## src/rtl/r_return_mux.sv

```systemverilog
// R-channel return mux: arbitrates read bursts from two slaves plus an internal
// DECERR responder for unmapped addresses onto a single master R port.
module r_return_mux #(
  parameter int AXI_ID_BITS   = 4,
  parameter int AXI_IDS_BITS  = 8,
  parameter int AXI_ADDR_BITS = 32,
  parameter int AXI_LEN_BITS  = 4,
  parameter int AXI_DATA_BITS = 32
) (
  input  logic                      ACLK,
  input  logic                      ARESETn,
  input  logic [AXI_ID_BITS+3:0]    ARID_M,
  input  logic [AXI_ADDR_BITS-1:0]  ARADDR_M,
  input  logic [AXI_LEN_BITS-1:0]   ARLEN_M,
  input  logic                      ARVALID_M,
  output logic                      ARREADY_DEF,
  input  logic [AXI_IDS_BITS+3:0]   RID_S0,
  input  logic [AXI_DATA_BITS-1:0]  RDATA_S0,
  input  logic [1:0]                RRESP_S0,
  input  logic                      RLAST_S0,
  input  logic                      RVALID_S0,
  output logic                      RREADY_S0,
  input  logic [AXI_IDS_BITS+3:0]   RID_S1,
  input  logic [AXI_DATA_BITS-1:0]  RDATA_S1,
  input  logic [1:0]                RRESP_S1,
  input  logic                      RLAST_S1,
  input  logic                      RVALID_S1,
  output logic                      RREADY_S1,
  output logic [AXI_ID_BITS+3:0]    RID_M,
  output logic [AXI_DATA_BITS-1:0]  RDATA_M,
  output logic [1:0]                RRESP_M,
  output logic                      RLAST_M,
  output logic                      RVALID_M,
  input  logic                      RREADY_M
);
  localparam int IDW  = AXI_ID_BITS + 4;
  localparam int IDSW = AXI_IDS_BITS + 4;
  localparam logic [AXI_ADDR_BITS-1:0] MAP_TOP = AXI_ADDR_BITS'(32'h0001_FFFF);

  typedef struct packed {
    logic [IDW-1:0]           id;
    logic [AXI_DATA_BITS-1:0] data;
    logic [1:0]               resp;
    logic                     last;
    logic                     valid;
  } r_beat_t;

  typedef enum logic [1:0] {IDLE, OWN_S0, OWN_S1, OWN_DEF} own_e;
  typedef enum logic {DEF_IDLE, DEF_BUSY} def_e;

  own_e                    own_q, own_d;
  def_e                    def_q;
  logic                    prio_q, prio_d;   // 0: S0 wins a tie, 1: S1 wins
  logic                    seen_q;           // a beat has moved in this ownership
  logic [AXI_LEN_BITS-1:0] def_cnt;
  logic [IDW-1:0]          def_id;
  r_beat_t [1:0]           s_beat;
  r_beat_t                 def_beat, m_beat;
  logic                    m_hs, ar_hs, def_hs;

  // Master ID carries only the low bits of the slave-side ID.
  assign s_beat[0] = '{id: RID_S0[IDW-1:0], data: RDATA_S0, resp: RRESP_S0,
                       last: RLAST_S0, valid: RVALID_S0};
  assign s_beat[1] = '{id: RID_S1[IDW-1:0], data: RDATA_S1, resp: RRESP_S1,
                       last: RLAST_S1, valid: RVALID_S1};

  generate
    if (IDSW > IDW) begin : g_id_trunc
      logic unused_id_bits;
      assign unused_id_bits = ^{RID_S0[IDSW-1:IDW], RID_S1[IDSW-1:IDW]};
    end
  endgenerate

  assign def_beat = '{id: def_id, data: '0, resp: 2'b11,
                      last: (def_cnt == '0), valid: (def_q == DEF_BUSY)};

  always_comb begin
    own_d  = own_q;
    prio_d = prio_q;
    m_beat = '0;
    unique case (own_q)
      OWN_S0:  m_beat = s_beat[0];
      OWN_S1:  m_beat = s_beat[1];
      OWN_DEF: m_beat = def_beat;
      default: begin
        if (def_beat.valid)
          own_d = OWN_DEF;
        else if (s_beat[0].valid && (!s_beat[1].valid || !prio_q))
          own_d = OWN_S0;
        else if (s_beat[1].valid)
          own_d = OWN_S1;
      end
    endcase
    m_hs = m_beat.valid && RREADY_M;
    if (own_q != IDLE) begin
      if (m_hs && m_beat.last) begin
        own_d = IDLE;
        if (own_q == OWN_S0)      prio_d = 1'b1;
        else if (own_q == OWN_S1) prio_d = 1'b0;
      end else if (!seen_q && !m_beat.valid) begin
        // source withdrew its valid before any beat moved
        own_d = IDLE;
      end
    end
  end

  assign RID_M    = m_beat.id;
  assign RDATA_M  = m_beat.data;
  assign RRESP_M  = m_beat.resp;
  assign RLAST_M  = m_beat.last;
  assign RVALID_M = m_beat.valid;

  assign RREADY_S0 = RREADY_M && (own_q == OWN_S0);
  assign RREADY_S1 = RREADY_M && (own_q == OWN_S1);

  // Gated by reset so the AR accept stays low while ARESETn is held.
  assign ARREADY_DEF = ARESETn && ARVALID_M && (ARADDR_M > MAP_TOP) && (def_q == DEF_IDLE);
  assign ar_hs       = ARREADY_DEF;
  assign def_hs      = (own_q == OWN_DEF) && m_hs;

  always_ff @(posedge ACLK or negedge ARESETn) begin
    if (!ARESETn) begin
      own_q  <= IDLE;
      prio_q <= 1'b0;
      seen_q <= 1'b0;
    end else begin
      own_q  <= own_d;
      prio_q <= prio_d;
      seen_q <= (own_d != IDLE) && (seen_q || m_hs);
    end
  end

  always_ff @(posedge ACLK or negedge ARESETn) begin
    if (!ARESETn) begin
      def_q   <= DEF_IDLE;
      def_cnt <= '0;
      def_id  <= '0;
    end else if (ar_hs) begin
      def_q   <= DEF_BUSY;
      def_cnt <= ARLEN_M;
      def_id  <= ARID_M;
    end else if (def_hs) begin
      if (def_cnt == '0) def_q <= DEF_IDLE;
      else               def_cnt <= def_cnt - 1'b1;
    end
  end
endmodule

```

## config.mk

```make
export PLATFORM = sky130hd
export DESIGN_NAME = r_return_mux
export DESIGN_NICKNAME = d
export VERILOG_FILES = /design/src/rtl/r_return_mux.sv
export SDC_FILE = /design/constraint.sdc
export NUM_CORES = 1
export LEC_CHECK = 0
export CAP_MARGIN = 20
export CORE_MARGIN = 3
export CORE_UTILIZATION = 26
export DETAILED_ROUTE_END_ITERATION = 7
export GPL_TIMING_DRIVEN = 0
export HOLD_SLACK_MARGIN = 0.15
export PLACE_DENSITY = 0.81
export SLEW_MARGIN = 20
export SYNTH_ARGS = -nofsm -noshare
export SYNTH_HDL_FRONTEND = slang
export SYNTH_SLANG_ARGS = --single-unit
```

## constraint.sdc

```tcl
create_clock -name ACLK -period 2.66 [get_ports ACLK]
set_input_delay 0.399 -clock ACLK [delete_from_list [all_inputs] [get_ports ACLK]]
set_output_delay 0.399 -clock ACLK [all_outputs]
set_load 0.05 [all_outputs]
```

Yosys cells after proc, flatten, opt, wreduce, memory -nomap -nowiden. Index checks and enable logic that the tools add are counted.

$add $sub $neg: 1. $lt $le $gt $ge: 1. Equal/unequal tests: 4. Multiplexer cells: 16. Bitwise operators: 1. Reductions and logical operators: 27.

Operator list (count): $pmux 44 s3 (1); $gt 32x17->1 const B (1); $mux 2 (7); $mux 4 (3); $logic_and 1x1->1 (11); $reduce_bool 2->1 (5); $mux 1 (5); $eq 2x2->1 const B (2); $logic_not 1->1 (4); $logic_not 4->1 (1); $reduce_and 2->1 (2); $sub 4x1->4 const B (1); $reduce_and 3->1 (1); $reduce_or 3->1 (1); $eq 2x1->1 const B (1); $logic_or 1x1->1 (2); $ne 2x2->1 const B (1); $not 1->1 (1).

Register bits after elaboration: 17. Bits of input ports: 144. Output and inout bits: 47.

Depth between registers and ports, before layout. Gate-level depths: netlist of run 1.

Depth after elaboration: 11. Mapped depth: 7. Mapped depth without buffers: 6.

Least setup slack after synthesis of run 1. OpenSTA, ideal clock, no wires.

Kind: reg2out. Start: register own_q[0]. End: output port RDATA_M[0]. Data arrival time: 1.860 ns. Data required time: 2.261 ns. Slack: 0.401 ns. Stages on the path, launching flop included: 7. Buffers on the path: 2. Path through: dfrtp_1 inv_1 ha_1 buf_2 clkbuf_1 a22oi_1 nor2_1.

Longest elaborated chain between the ends: 2.

Ends and longest elaborated chain: from (decl) (RTL line 51) `own_e own_q, own_d;`; from (signal assigned) (RTL line 127) `own_q <= own_d;`; $eq 2x2->1 or $eq 2x1->1 (tied branches) (RTL line 81) `unique case (own_q)`; $pmux 44 s3 (*) (RTL line 81); to (decl) (RTL line 30) `output logic [AXI_DATA_BITS-1:0] RDATA_M,`.

Every way passes the cells marked *; elsewhere a longest branch is shown, timed or not.

Worst setup path in the final report of run 1.
Start: register own_q[0]. End: output port RVALID_M.

Longest elaborated chain between the ends: 2.

Ends and longest elaborated chain: $eq 2x2->1 or $eq 2x1->1 (tied branches) (RTL line 81); $pmux 44 s3 (*) (RTL line 81); to (decl) (RTL line 33) `output logic RVALID_M,`.

Marks and branches as above.

==> results of run 1 <==
-- Yosys cell counts, drive strengths merged --
cell    count
nor3b       1
o221a       1
nor2       46
mux2       13
a22oi      32
ha          7
nor3        3
inv         6
a31oi       2
a222oi     10
nand4b      1
buf         3
dfrtp      17
xnor2       1
nand3b      2
o21ai       1
xor2        2
clkbuf     14
mux2i       1
nand2       3
nor4b       1
o311a       2
and2        2
o22a        2
nor4        4
nand4       1
a221oi      2
nand2b      1
or3         3
-- state kept, by name, indices dropped and copies added, names as in the netlist --
| signal | cells |
|---|---|
| seen_q | 1 |
| own_q | 2 |
| prio_q | 1 |
| def_cnt | 4 |
| def_id | 8 |
| def_q | 1 |
-- per-layer routing --
| layer | GRT usage (%) | vias to the layer above |
|---|---|---|
| met4 | 4.08 | 0 |
| met5 | 0 | - |
| li1 | - | 1054 |
| met3 | 3.36 | 4 |
| met1 | 22.3 | 1000 |
| met2 | 32.8 | 95 |
-- report_power, final --
group	leakage (nW)	internal [mW]	switching, mW
Clock	0.0255	0.104	0.0856
Combinational	1.15	0.998	1.89
Sequential	0.203	0.384	0.0950
Total	1.38	1.49	2.07
-- worst max path at each step --
stage                        start           to  cells after the start
after floorplan           own_q[0]   RDATA_M[0]                      6
after global placement     ARESETn  ARREADY_DEF                      5
after detailed placement   ARESETn  ARREADY_DEF                      5
after CTS                 own_q[0]   RDATA_M[0]                      7
after global routing      own_q[0]     RVALID_M                      5
final                     own_q[0]     RVALID_M                      5
-- metrics by stage --
stage	instance area [um^2]	power [mW]	hold WS, ns
5_1_grt	3350	3.80	0.205
2_1_floorplan	1530	2.43	0.103
6_report	3350	3.56	0.170
4_1_cts	3350	3.55	0.182
3_3_place_gp	3270	3.40	0.493
3_5_place_dp	3270	3.45	0.496
-- final cells by class --
type	count	area, um^2
Sequential cell	17	425
Fill cell	521	2260
Clock buffer	3	41.3
Tap cell	72	90.1
Multi-Input combinational cell	144	1010
Buffer	17	92.6
Timing Repair Buffer	171	1660
Clock inverter	1	5.00
Inverter	6	22.5
-- what timing repair did --
| action | CTS | global route |
|---|---|---|
| setup endpoints to repair | 47 | 46 |
| hold endpoints to repair | 0 | 0 |
| gates resized for setup | 119 | 42 |
| setup buffers | 1 | 5 |
| pin swaps | 1 | 2 |
| gates cloned | 0 | 0 |
-- cells by family after synthesis --
group | after synthesis
xor gates and xnor gates | 3
adders and majority gates | 7
muxes | 14
DFF | 17
buffers and inverters | 23
and+or+nand+nor | 68
AOI/OAI and AO/OA | 52
==> flow_summary.yaml, run 1 <==
pwr:
  ir_worst_vdd_mv: 0.638
  powerDensity_mw_per_mm2: 1060
  cellLeakagePower_nw: 1.38
logic_synthesis:
  syn-cell-area_mm2: 0.00153
  synth.area.top_cells: "dfrtp_1 (28%), a22oi_1 (16%), nor2_1 (11%)"
  synth_top_family_by_area: "compound AO/OA/AOI/OAI gates"
  yosys.cell_types.count: 31
  syn-num-nets: 335
  synth-compound-area-share_pct: 27.8
  netlist_instances: 184
  yosys_warnings: 0
  yosys.area.top_type: "dfrtp_1"
  ys_seq_area_share_pct: 27.8
  yosysTopAreaCellShare_pct: 27.8
  yosys.area_share.simple_pct: 20.1
  synthAdderAreaFrac_pct: 5.73
  avgSynthCellArea_um2: 8.30
  synth-seq-cells: 17
  synth.area.mux_share_pct: 10.5
  synthXorXnorAreaFrac_pct: 1.72
critical_path:
  crit_buf_inv: 3
  r2r_cells: 8
  critical_path_class: "reg -> out"
  slowest_stage: "dlygate4sd2_1"
  slowest_delay_ns: 0.58
  cpLargestDelayFamily: "buffers and inverters"
  arrival_ns: 2.14
  path_cells: "inv_1 > ha_1 > clkbuf_2 > nor2_1 > dlygate4sd2_1"
  endpoint_kind: "output pin"
  start_kind: "flip-flop"
  timing.rr.end: "own_q[1]"
  r2r_slack_ns: 0.51
  timing.rr.start: "own_q[0]"
  cp.required_ns: 2.26
  cp_max_fo: 10
detailed_routing:
  antenna_left: 0
  wl_met1_mm: 2.62
  routed.top_layer: "met4"
  drtIter0Drc: 115
  firstDrtPassIters: 4
  post_drt_via_cell_ratio: 5.00
  drc: 0
  wl_met2_mm: 3.70
  finalWirelength_mm: 7.01
  vias: 2153
  routedWlPerCell_um: 16.3
  met3_length_um: 639
die:
  start_util_pct: 27.2
  io_pins: 191
  rows: 27
  die_x_um: 82.7
  die_y_um: 82.7
  die_area_mm2: 0.00683
  core-area_mm2: 0.00561
cts:
  clock_path_buffers: 2
  insertion_delay_ns: 0.25
  clkTransAtPathRegs_ns: 0.06
  h-tree-depth: 1
  cts_hold_buf: 0
  clock_sinks: 17
  cts_root_buf: "clkbuf_8"
  cts_buffers: 3
  cts_tree: "done"
outcome:
  status: "finished, final reports clean"
timing:
  slew_violations: 0
  setup_viol: 0
  tightest_slew_ns: 0.511
  clock.fmax_ghz: 0.394
  max_slew_margin_pct: 66.1
  finalCritPeriodShare_pct: 95.4
  tns_ns: 0
  hold_violations: 0
  min_period_ns: 2.54
  fin_ws_ns: 0.123
  clock_skew_ns: 0.00109
placement:
  dp_hpwl_mm: 5.69
  port_buffers: 165
  pre_cts_ws_ns: -0.794
  post-place-cells: 421
  place_congestion: 0.748
global_routing:
  grt_usage_pct: 18.2
  grt_max_degree: 19
  antenna_found_initial: 0
  grt_pass1_vias: 1993
  grt_pass1_wl_mm: 9.61
  grt-ovfl-total: 0
finish:
  final_cell_mix: "clkdlybuf4s50_1 (117), nor2_1 (46), a22oi_1 (32)"
  nets: 511
  diodes: 0
  area_growth_pct: 119
  post-route-util_pct: 59.8
  layout_commonest_cell: "clkdlybuf4s50_1"
  fin_cells: 431
  drive_gt1_share_pct: 24.0
worst_hold_path:
  hp-class: "in -> async"
run:
  max_cap_viol_count: 0
(Power assumes the default switching activity.)
==> run 2, diff against run 1 <==
Settings changed: ABC_AREA set to 1, CORE_UTILIZATION 26 to 29, GPL_ROUTABILITY_DRIVEN set to 0, PLACE_DENSITY 0.81 to 0.82.
==> flow_summary.yaml, run 2 <==
logic_synthesis:
  synth.area.top_cells: "nand2_1 (35%), dfrtp_1 (23%), a21oi_1 (9.1%)"
  synth.most_common_cell: "nand2_1"
  yosysTopAreaCellShare_pct: 34.5
  yosys.cell_types.count: 28
  ys_async_sr_fraction_pct: 100
  yosys_warnings: 0
  syn-num-nets: 473
  synth-edff-count: 0
  syn-cell-area_mm2: 0.00182
  netlist_instances: 322
  ys_top_cells_by_count: "nand2_1 (167), a21oi_1 (33), inv_1 (27)"
  ys.flop_type: "dfrtp_1"
  avgSynthCellArea_um2: 5.64
  yosys.area.top_type: "nand2_1"
  ys_seq_area_share_pct: 23.4
  synth-seq-cells: 17
die:
  die_area_mm2: 0.00725
  rows: 28
  die_x_um: 85.2
  io_pins: 191
  die_y_um: 85.2
  core-area_mm2: 0.00599
  start_util_pct: 30.3
finish:
  diodes: 0
  layout_commonest_cell: "nand2_1"
  fillerInstances: 573
  drive_gt1_share_pct: 14.7
  final_cell_mix: "nand2_1 (167), clkdlybuf4s50_1 (117), a21oi_1 (33), clkdlybuf4s15_2 (33), inv_1 (27)"
  post-route-util_pct: 60.4
  regMostFlops: "def_id"
  area_growth_pct: 99.2
  largest_register_ffs: 8
  fin_cells: 566
  top_regs: "def_id x8, def_cnt x4, own_q x2"
  nets: 643
pwr:
  pwr-share-seq_pct: 12.7
  internal_power_mw: 1.42
  total_power_mw: 3.62
  cellLeakagePower_nw: 1.74
  p_sw_share_pct: 60.6
  pwr-share-comb_pct: 81.9
  clockPowerShare_pct: 5.3
  powerDensity_mw_per_mm2: 999
  ir_worst_vdd_mv: 0.593
  power.switching_mw: 2.19
cts:
  cts_hold_buf: 0
  clkTransAtPathRegs_ns: 0.07
  insertion_delay_ns: 0.25
  clock_sinks: 17
  cts_root_buf: "clkbuf_8"
  cts_tree: "done"
  cts_buffers: 3
  h-tree-depth: 1
  clock_path_buffers: 2
critical_path:
  cpLargestDelayFamily: "buffers and inverters"
  r2r_slack_ns: 0.96
  start_kind: "primary input"
  crit_buf_inv: 4
  cp_max_fo: 18
  endpoint_kind: "output pin"
  slowest_stage: "dlygate4sd2_1"
  arrival_ns: 2.09
  slowest_delay_ns: 0.55
  cp.required_ns: 2.26
  path_cells: "clkdlybuf4s15_2 > and3b_1 > buf_2 > nand2_4 > inv_2 > dlygate4sd2_1"
  critical_path_class: "in -> out"
global_routing:
  grt_usage_pct: 20.6
  grt-ovfl-total: 0
  grt_pass1_wl_mm: 12.3
  grt_pass1_vias: 2615
  grt_max_degree: 19
  antenna_found_initial: 0
timing:
  rsz0062_at_grt: "no"
  clock.fmax_ghz: 0.402
  hold_violations: 0
  setup_viol: 0
  finalCritPeriodShare_pct: 93.6
  tightest_slew_ns: 0.518
  min_period_ns: 2.49
  tns_ns: 0
  max_slew_margin_pct: 65.4
  clock_skew_ns: 0.00355
  whs_ns: 0.176
  slew_violations: 0
placement:
  dp_hpwl_mm: 6.31
  post-place-cells: 562
  port_buffers: 165
detailed_routing:
  drtIter0Drc: 46
  firstDrtPassIters: 4
  drc: 0
  finalWirelength_mm: 7.68
  vias: 2583
  antenna_left: 0
  routedWlPerCell_um: 13.6
  post_drt_via_cell_ratio: 4.56
outcome:
  status: "finished, final reports clean"
worst_hold_path:
  hp-class: "in -> async"
run:
  max_cap_viol_count: 0
[run 2: cell count changes after synthesis, sizes merged, moves of 17 or more]
cell / previous run / this run
nor2: 46 / 13
nand2: 3 / 172
a21oi: 0 / 33
a22oi: 32 / 0
inv: 6 / 30
nand3: 0 / 17
[run 2: routing by layer]
metal	vias to the layer above	wire [um]	track usage, %
li1	1328	-	-
met1	1138	3010	23.6
met2	105	3990	39.2
met3	12	556	3.20
met4	0	120	5.32
met5	-	0	0
[run 2: final timing paths]
kind | from | end | cells after the start
min in group ACLK | def_id[5] | def_id[5] | 2
min | ARESETn | def_cnt[1] | 1
max in group asynchronous | ARESETn | def_id[5] | 1
max | ARESETn | ARREADY_DEF | 6
min reg2reg | def_id[5] | def_id[5] | 2
max reg2reg | own_q[1] | seen_q | 9
[run 2: what timing repair did]
| action | in CTS | in global routing |
|---|---|---|
| endpoints found under the hold margin | 0 | 0 |
| setup buffers | 0 | 0 |
| resized for setup | 121 | 27 |
| setup endpoints to repair | 46 | 43 |
[run 2: cell type report]
type                            instances  area, um^2  area share (%)
Inverter                               30         113            3.11
Multi-Input combinational cell        257        1190            32.9
Tap cell                               75        93.8            2.59
Clock buffer                            4        45.0            1.24
Sequential cell                        17         425            11.8
Timing Repair Buffer                  165        1650            45.6
Buffer                                 18         101            2.80
[run 2: kinds of logic (layout without fill, tap and decap cells)]
family | after synthesis | in the layout | synth area share, %
flip-flops | 17 | 17 | 23.4
AO/OA/AOI/OAI | 40 | 40 | 11.8
XOR/XNOR | 2 | 2 | 0.964
buffers and inverters | 48 | 217 | 11.1
AND/OR/NAND/NOR | 208 | 208 | 47.9
adder cells (fa/ha/maj) | 7 | 7 | 4.82
[run 2: stage by stage]
stage | instance area (um^2) | worst slack [ns]
final | 3620 | 0.171
after global routing | 3620 | 0.00686
after CTS | 3640 | 0.00133
after detailed placement | 3560 | -0.686
after global placement | 3560 | -0.686
after floorplan | 1820 | 0.362
[run 2: power by group through the flow]
stage / registers, mW / clock network [mW] / logic, mW
after floorplan: 0.443 / 0 / 2.06
after global placement: 0.457 / 0 / 3.02
after detailed placement: 0.463 / 0 / 3.07
after CTS: 0.459 / 0.198 / 2.98
after global routing: 0.472 / 0.211 / 3.21
final: 0.461 / 0.193 / 2.96
==> run 3, diff against run 2 <==
--- a/config.mk
+++ b/config.mk
@@ -7,5 +7,5 @@
 export LEC_CHECK = 0
 export ABC_AREA = 1
-export CAP_MARGIN = 20
+export CAP_MARGIN = 25
 export CORE_MARGIN = 3
 export CORE_UTILIZATION = 29
==> constraint.sdc (replaced) <==
create_clock -name ACLK -period 2.66 [get_ports ACLK]
set_input_delay 0.399 -clock ACLK [delete_from_list [all_inputs] [get_ports ACLK]]
set_output_delay 0.399 -clock ACLK [all_outputs]
set_load 0.01 [all_outputs]
==> flow_summary.yaml, run 3 (synthesized netlist as in run 2, its figures left out) <==
finish:
  largest_register_ffs: 8
  post-route-util_pct: 60.9
  area_growth_pct: 101
  fin_cells: 565
  drive_gt1_share_pct: 7.14
  final_cell_mix: "nand2_1 (167), clkdlybuf4s50_1 (161), a21oi_1 (33)"
  nets: 642
  regMostFlops: "def_id"
  fillerInstances: 574
  layout_commonest_cell: "nand2_1"
  final_area_mm2: 0.00365
  diodes: 0
  top_regs: "def_id x8, def_cnt x4, own_q x2"
detailed_routing:
  drc: 0
  drtIter0Drc: 80
  antenna_left: 0
  finalWirelength_mm: 7.63
  vias: 2576
  post_drt_via_cell_ratio: 4.56
  firstDrtPassIters: 4
  routedWlPerCell_um: 13.5
cts:
  clock_path_buffers: 2
  clkTransAtPathRegs_ns: 0.07
  h-tree-depth: 1
  insertion_delay_ns: 0.25
  clock_sinks: 17
  cts_root_buf: "clkbuf_8"
  cts_resized: 12
  cts_hold_buf: 0
  cts_buffers: 3
  cts_tree: "done"
  cts_setup_buffers: 0
critical_path:
  slowest_delay_ns: 0.56
  slowest_stage: "clkdlybuf4s50_1"
  arrival_ns: 2.13
  startpoint: "own_q[1]"
  cpLargestDelayFamily: "buffers and inverters"
  cp_max_fo: 10
  endpoint_kind: "output pin"
  crit_top_cell: "buf_4"
  cp.required_ns: 2.26
  path_cells: "inv_1 > ha_1 > buf_4 > buf_4 > nand2_1 > a21oi_1 > clkdlybuf4s50_1"
  critical_path_class: "reg -> out"
  timing.rr.start: "own_q[1]"
  crit_buf_inv: 4
  start_kind: "flip-flop"
pwr:
  powerDensity_mw_per_mm2: 797
  ir_worst_vdd_mv: 0.465
  cellLeakagePower_nw: 1.74
  total_power_mw: 2.91
timing:
  finalCritPeriodShare_pct: 95.3
  max_slew_margin_pct: 71.2
  fin_ws_ns: 0.126
  whs_ns: 0.174
  slew_violations: 0
  rsz0062_at_grt: "yes"
  min_period_ns: 2.53
  tns_ns: 0
  setup_viol: 0
  clock_skew_ns: 0.00569
  clock.fmax_ghz: 0.395
  hold_violations: 0
  tightest_slew_ns: 0.431
placement:
  dp_hpwl_mm: 6.31
  post-place-cells: 562
  pre_cts_ws_ns: -0.419
  placed_area_mm2: 0.00356
  port_buffers: 165
outcome:
  status: "finished, final reports clean"
global_routing:
  grt_max_degree: 19
  met2_usage_pct: 39.2
  grt-ovfl-total: 0
  grt_usage_pct: 20.4
  grt.busiest_layer: "met2"
  antenna_found_initial: 0
  gr-usage-met1_pct: 23.6
  grt_pass1_vias: 2592
  gr-usage-met3_pct: 3.11
  grt_pass1_wl_mm: 12.2
die:
  die_area_mm2: 0.00725
  io_pins: 191
  core-area_mm2: 0.00599
  rows: 28
  start_util_pct: 30.3
  die_x_um: 85.2
  die_y_um: 85.2
run:
  max_cap_viol_count: 0
worst_hold_path:
  hp-class: "in -> async"
## run 3: cell type report
| cell class | count | area [um^2] | share of cell area (%) |
|---|---|---|---|
| Timing Repair Buffer | 165 | 1660 | 45.5 |
| Clock buffer | 4 | 45.0 | 1.24 |
| Inverter | 30 | 113 | 3.09 |
| Sequential cell | 17 | 425 | 11.7 |
| Buffer | 17 | 120 | 3.29 |
| Tap cell | 75 | 93.8 | 2.57 |
| Multi-Input combinational cell | 257 | 1190 | 32.6 |
## run 3: layer usage
metal  share of wire, %  up-vias
met4                1.1        0
met5                  0        -
met3                7.3       10
li1                   -     1327
met1                 39     1143
met2                 52       96
## run 3: final timing paths
kind / end / slack (ns) / cells after the start
setup / recovery: RDATA_M[17] / 0.13 / 7
max in group asynchronous: def_id[4] / 2.18 / 1
hold / removal: own_q[0] / 0.17 / 1
setup reg to reg: seen_q / 0.90 / 8
hold reg to reg: def_id[5] / 0.48 / 2
min in group ACLK: def_id[5] / 0.48 / 2
## run 3: power breakdown
group,switching (mW),total [mW],leakage [nW],internal (mW)
Sequential,0.0813,0.461,0.212,0.380
Clock,0.0887,0.195,0.0228,0.106
Combinational,1.16,2.25,1.50,1.09
## run 3: worst reg2reg max path: stages, from the launching register on
cell	delay [ns]
dfrtp_1	0.38
inv_1	0.11
ha_1	0.20
buf_2	0.17
inv_2	0.20
nor2_1	0.09
or2_0	0.26
o21ai_0	0.19
nor2_1	0.05
